<file path="src/rtl/sudoku_pkg.sv">
// Shared definitions for the sudoku game datapath: state codes, grid sizes,
// cell status encodings and cell/index helpers.
package sudoku_pkg;

  localparam logic [2:0] CARREGANDO        = 3'b010;
  localparam logic [2:0] NAVEGAR           = 3'b011;
  localparam logic [2:0] PERCORRER_NUMEROS = 3'b100;

  localparam int GRID  = 9;
  localparam int CELLS = 81;

  localparam logic [6:0] LAST_CELL = 7'd80;

  typedef enum logic [1:0] {
    HIDDEN  = 2'b00,
    VISITED = 2'b01,
    ERROR   = 2'b10,
    SOLVED  = 2'b11
  } vis_t;

  function automatic logic [6:0] cell_of(input logic [3:0] r, input logic [3:0] c);
    return 7'(r) * 7'd9 + 7'(c);
  endfunction

  // Status vectors pack 2 bits per cell, so the bit index is simply 2*k.
  function automatic logic [7:0] index_of(input logic [6:0] k);
    return {k, 1'b0};
  endfunction

  function automatic logic [3:0] row_of(input logic [6:0] k);
    logic [6:0] q;
    q = k / 7'd9;
    return q[3:0];
  endfunction

  function automatic logic [3:0] col_of(input logic [6:0] k);
    logic [6:0] m;
    m = k % 7'd9;
    return m[3:0];
  endfunction

  function automatic logic [6:0] raster_step(input logic [6:0] k, input logic fwd);
    logic [6:0] r;
    if (fwd) r = (k == LAST_CELL) ? 7'd0 : k + 7'd1;
    else     r = (k == 7'd0) ? LAST_CELL : k - 7'd1;
    return r;
  endfunction

endpackage

</file>
<file path="src/rtl/solved_scanner.sv">
// Background raster scan over all 81 cell statuses; publishes the number of
// solved cells once per 81-cycle pass.
module solved_scanner
  import sudoku_pkg::*;
(
  input  logic         clk,
  input  logic         reset_n,
  input  logic         clear,
  input  logic [161:0] visibilities,
  output logic [6:0]   solved_count,
  output logic         board_complete
);

  logic [6:0] scan_k;
  logic [6:0] acc;
  logic       hit;
  logic [6:0] total;

  assign hit   = (visibilities[{scan_k, 1'b0} +: 2] == SOLVED);
  assign total = acc + {6'd0, hit};

  always_ff @(posedge clk or negedge reset_n) begin
    if (!reset_n) begin
      scan_k         <= 7'd0;
      acc            <= 7'd0;
      solved_count   <= 7'd0;
      board_complete <= 1'b0;
    end else if (clear) begin
      scan_k         <= 7'd0;
      acc            <= 7'd0;
      solved_count   <= 7'd0;
      board_complete <= 1'b0;
    end else if (scan_k == LAST_CELL) begin
      // Last cell's hit is folded in on the same edge as the publish.
      solved_count   <= total;
      board_complete <= (total == 7'd81);
      acc            <= 7'd0;
      scan_k         <= 7'd0;
    end else begin
      acc    <= total;
      scan_k <= scan_k + 7'd1;
    end
  end

endmodule

</file>
<file path="src/rtl/cursor_navigator.sv">
// 9x9 cursor driven by the d-pad in NAVEGAR; feeds board_updater with the
// cell bit index and answer value. Optional CURSOR_SKIP_SOLVED_EN seek FSM:
//   state | meaning
//   IDLE  | cursor accepts moves
//   SEEK  | stepping left/right in raster order past solved cells (busy=1)
module cursor_navigator
  import sudoku_pkg::*;
(
  input  logic         clk,
  input  logic         reset_n,
  input  logic         up_button,
  input  logic         down_button,
  input  logic         left_button,
  input  logic         right_button,
  input  logic [2:0]   current_state,
  input  logic [161:0] visibilities,
  input  logic [323:0] board,
  output logic [3:0]   row,
  output logic [3:0]   col,
  output logic [7:0]   index,
  output logic [3:0]   cell_value,
  output logic         busy,
  output logic [6:0]   solved_count,
  output logic         board_complete
);

  logic [6:0] k;
  logic [3:0] nxt_row;
  logic [3:0] nxt_col;
  logic       loading;

  assign loading    = (current_state == CARREGANDO);
  assign cell_value = board[{k, 2'b00} +: 4];

  always_comb begin
    nxt_row = row;
    nxt_col = col;
    if (up_button)
      nxt_row = (row == 4'd0) ? 4'd8 : row - 4'd1;
    else if (down_button)
      nxt_row = (row == 4'd8) ? 4'd0 : row + 4'd1;
`ifndef CURSOR_SKIP_SOLVED_EN
    else if (left_button)
      nxt_col = (col == 4'd0) ? 4'd8 : col - 4'd1;
    else if (right_button)
      nxt_col = (col == 4'd8) ? 4'd0 : col + 4'd1;
`endif
  end

`ifdef CURSOR_SKIP_SOLVED_EN

  typedef enum logic {IDLE, SEEK} seek_t;

  seek_t      seek_state;
  logic [6:0] cand;
  logic [6:0] cand_next;
  logic       seek_fwd;
  logic       cand_solved;
  logic       seek_start;

  assign cand_next   = raster_step(cand, seek_fwd);
  assign cand_solved = (visibilities[{cand, 1'b0} +: 2] == SOLVED);
  assign seek_start  = !up_button && !down_button && (left_button || right_button);

  always_ff @(posedge clk or negedge reset_n) begin
    if (!reset_n) begin
      row        <= 4'd0;
      col        <= 4'd0;
      k          <= 7'd0;
      index      <= 8'd0;
      busy       <= 1'b0;
      seek_state <= IDLE;
      seek_fwd   <= 1'b0;
      cand       <= 7'd0;
    end else if (loading) begin
      row        <= 4'd0;
      col        <= 4'd0;
      k          <= 7'd0;
      index      <= 8'd0;
      busy       <= 1'b0;
      seek_state <= IDLE;
    end else if (seek_state == SEEK) begin
      if (current_state != NAVEGAR) begin
        busy       <= 1'b0;
        seek_state <= IDLE;
      end else if (!cand_solved) begin
        row        <= row_of(cand);
        col        <= col_of(cand);
        k          <= cand;
        index      <= index_of(cand);
        busy       <= 1'b0;
        seek_state <= IDLE;
      end else if (cand_next == k) begin
        // Every other cell is solved: the walk came back home.
        busy       <= 1'b0;
        seek_state <= IDLE;
      end else begin
        cand <= cand_next;
      end
    end else if (current_state == NAVEGAR) begin
      if (seek_start) begin
        busy       <= 1'b1;
        seek_state <= SEEK;
        seek_fwd   <= !left_button;
        cand       <= raster_step(k, !left_button);
      end else begin
        row   <= nxt_row;
        col   <= nxt_col;
        k     <= cell_of(nxt_row, nxt_col);
        index <= index_of(cell_of(nxt_row, nxt_col));
      end
    end
  end

`else

  assign busy = 1'b0;

  always_ff @(posedge clk or negedge reset_n) begin
    if (!reset_n) begin
      row   <= 4'd0;
      col   <= 4'd0;
      k     <= 7'd0;
      index <= 8'd0;
    end else if (loading) begin
      row   <= 4'd0;
      col   <= 4'd0;
      k     <= 7'd0;
      index <= 8'd0;
    end else if (current_state == NAVEGAR) begin
      row   <= nxt_row;
      col   <= nxt_col;
      k     <= cell_of(nxt_row, nxt_col);
      index <= index_of(cell_of(nxt_row, nxt_col));
    end
  end

`endif

  solved_scanner u_scanner (
    .clk            (clk),
    .reset_n        (reset_n),
    .clear          (loading),
    .visibilities   (visibilities),
    .solved_count   (solved_count),
    .board_complete (board_complete)
  );

endmodule

</file>
<file path="config.mk">
export PLATFORM = sky130hd
export DESIGN_NAME = cursor_navigator
export DESIGN_NICKNAME = d
export VERILOG_FILES = /design/src/rtl/sudoku_pkg.sv /design/src/rtl/solved_scanner.sv /design/src/rtl/cursor_navigator.sv
export SDC_FILE = /design/constraint.sdc
export NUM_CORES = 1
export LEC_CHECK = 0
export ABC_AREA = 1
export ABC_CLOCK_PERIOD_IN_PS = 3910
export CAP_MARGIN = 40
export CORE_AREA = 2 2 202 204
export DETAILED_ROUTE_END_ITERATION = 8
export DIE_AREA = 0 0 204 206
export SLEW_MARGIN = 15
export SYNTH_ARGS = -nofsm -noshare
export SYNTH_HDL_FRONTEND = slang
export SYNTH_SLANG_ARGS = --single-unit
</file>
<file path="constraint.sdc">
create_clock -name clk -period 3.91 [get_ports clk]
set_clock_uncertainty 0.2 [all_clocks]
set_input_delay 0.391 -clock clk [delete_from_list [all_inputs] [get_ports clk]]
set_output_delay 0.391 -clock clk [all_outputs]
set_load 0.01 [all_outputs]
</file>
==> flow_summary_export.csv <==
group,metric,value,unit
synth,async_flop_share,100,%
min_path,hold_path.startpoint,"u_scanner.solved_count[0]$_DFFE_PN0P_",
route,viasPerCell,4.57,
floorplan,core,0.0402,mm^2
sta,slew_headroom,59.3,%
final_layout,fill_cells,4504,
route,drt_wl_total,43900,um
sta,fin_setup_tns,0,ns
critical_path,cp-end-kind,"output port",
status,outcome,"completed",
floorplan,dieHeight,206,um
synth,yosysTopAreaCellShare,27.6,%
synth,ys_ff_latch,37,
synth,syn_inst,1348,
min_path,hold_path_class,"reg2reg",
route,num_vias,10800,
critical_path,crit_start,"index[1]$_DFFE_PN0P_",
critical_path,cp.required,3.32,ns
route,drt_iter0_drc,881,
global_routing,grt_max_degree,140,
pwr,p_leak,5.72,nW
clock_tree,clock_path_buffers,2,
synth,synth_area,0.00701,mm^2
synth,ys_seq_area_share,13.2,%
route,drt-pass1-iter-count,5,
sta,min_period,3.57,ns
synth,synth_ff_type,"dfrtp_1",
global_routing,grt_pass1_wl,62000,um
pwr,ir_drop,235,uV
clock_tree,cts_sinks,37,
synth,yosysMostFrequentCell,"nand2_1",
global_routing,antenna_found_initial,14,
floorplan,io_pins,524,
final_layout,drive_above_1_share,2.48,%
clock_tree,cts.clk_slew.worst_paths,0.06,ns
clock_tree,cts_buffers,5,
sta,finalSetupViolations,0,
route,drc_errors,0,
clock_tree,cts_tree,"done",
final_layout,multi_input_area,0.00514,mm^2
place,port_buffers,521,
critical_path,reg2reg_depth,19,
route,antenna_left,0,
clock_tree,clk_root_buffer_cell,"clkbuf_16",
synth,yosysWarningCount,0,
final_layout,synthToLayoutAreaGrowth,83.2,%
floorplan,start_util,17.5,%
run,cap_violations,0,
place,dp_hpwl,35800,um
clock_tree,post_cts_buffers,0,
synth,synth_cell_types,32,
synth,synth_common_cells,"nand2_1 (515), nand3_1 (259), inv_1 (107)",
critical_path,worst_r2r_startpoint,"u_scanner.scan_k[0]$_DFF_PN0_",
synth,syn_area_per_cell,5.20,um^2
final_layout,register_area,935,um^2
global_routing,grt_overflow_total,0,
clock_tree,clk_latency,0.29,ns
min_path,hold_depth,2,
critical_path,crit_type,"reg2out",
place,placed_cell_area,0.0127,mm^2
route,wl_per_cell,18.6,um
global_routing,grt_usage,19.3,%
floorplan,rows,74,
sta,slew_viol_final,0,
synth,synth_edf_count,0,
sta,grt_setup_unrepaired,"false",
critical_path,crit_arrival,2.97,ns
synth,yosysTopAreaCell,"nand2_1",
final_layout,design_area,0.0128,mm^2
sta,finalHoldWorstSlack,0.327,ns
final_layout,fin_nets,2328,
sta,max_freq,280,MHz
floorplan,dieArea,0.0420,mm^2
place,routabilityCongestion,0.879,
clock_tree,htree_num_levels,2,
floorplan,die_w,204,um
sta,hold_viol,0,
critical_path,startpoint_type,"register",
critical_path,path_max_fanout,34,
synth,synth_area_leaders,"nand2_1 (28%), nand3_1 (18%), dfrtp_1 (13%)",
sta,final.period_utilization,91.2,%
global_routing,grt_pass1_vias,10300,
sta,worst_pin_slew,0.611,ns
pwr,power_density,392,mW/mm^2
-- stage by stage --
step	total power, mW	instances	util (%)	setup slack (ns)
floorplan	2.87	1349	-	0.931
global placement	4.64	2334	31.5	0.355
detailed placement	4.65	2335	31.5	0.318
CTS	5.10	2344	31.9	0.291
global route	5.50	2350	31.9	0.167
finish	5.03	2354	32.0	0.344
-- cell type report --
class,instances,share of cell area (%)
Clock inverter,3,0.195
Clock buffer,5,0.974
Tap cell,532,5.18
Multi-Input combinational cell,1108,40.0
Inverter,113,3.32
Sequential cell,37,7.28
Timing Repair Buffer,546,42.8
Antenna cell,10,0.195
-- registers in the layout (all words and copies together), names as in the netlist --
register and flops:
index 7, u_scanner.acc 7, u_scanner.scan_k 7, u_scanner.solved_count 7
col 4, row 4, u_scanner.board_complete 1
-- final timing paths --
path / to / slack, ns
max reg2reg: u_scanner.board_complete$_DFFE_PN0P_ / 0.52
min: u_scanner.solved_count[0]$_DFFE_PN0P_ / 0.33
min in group asynchronous: u_scanner.acc[2]$_DFF_PN0_ / 0.37
max in group asynchronous: index[1]$_DFFE_PN0P_ / 2.65
min reg2reg: u_scanner.solved_count[0]$_DFFE_PN0P_ / 0.33
max: cell_value[0] / 0.34
-- critical path, cell delays in order, from the launching register on --
cell and delay, ns:
dfrtp_4 0.51, inv_4 0.22, buf_12 0.23, buf_4 0.23, nand2_1 0.07, nand3_1 0.07
nand3_1 0.13, nand2_1 0.13, nand2_1 0.10, nand4_1 0.11, o211ai_1 0.10, nand2_1 0.11
nand2_1 0.05, nand2_1 0.06, clkdlybuf4s50_1 0.55
-- logic make-up (layout without fill, tap and decap cells) --
logic type               count (synthesis)  count (layout)  share of synthesized area (%)
other                                    1              12                         0.0535
flip-flops                              37              37                           13.2
XOR/XNOR                                16              16                           2.00
AO/OA/AOI/OAI                          171             171                           13.5
adder cells (fa/ha/maj)                 22              22                           4.03
AND/OR/NAND/NOR                        897             897                           53.7
buffers and inverters                  204             667                           13.5
-- routing by layer --
layer	track usage, %	wire length (um)
met1	22.0	16900
met5	0	60
met4	6.19	1200
met3	4.70	3700
met2	35.2	22000
-- report_power, final --
group	total [mW]	leakage (nW)	switching (mW)	internal, mW
combinational	4.03	5.16	2.46	1.57
sequential	0.585	0.491	0.123	0.462
clock	0.419	0.0705	0.179	0.240
total	5.03	5.72	2.76	2.28
-- what timing repair did --
| item | 4_1_cts | 5_1_grt |
|---|---|---|
| resized for setup | 0 | 0 |
| hold buffers | 1 | 0 |
| hold endpoints to repair | 16 | 0 |
-- cells in the final DEF (no fill, tap or decap), types with 6 or more instances in the layout --
master	n
nor2_1	92
dfrtp_1	34
nor3_1	6
a21oi_1	38
buf_4	16
o21ai_0	78
inv_1	107
o31ai_1	6
buf_12	8
o22ai_1	19
xor2_1	11
nand2_1	515
diode_2	10
ha_1	21
o21ai_1	7
nand4_1	17
nand3_1	259
clkdlybuf4s50_1	520
o211ai_1	18
Power figures use the tool's default switching activity.
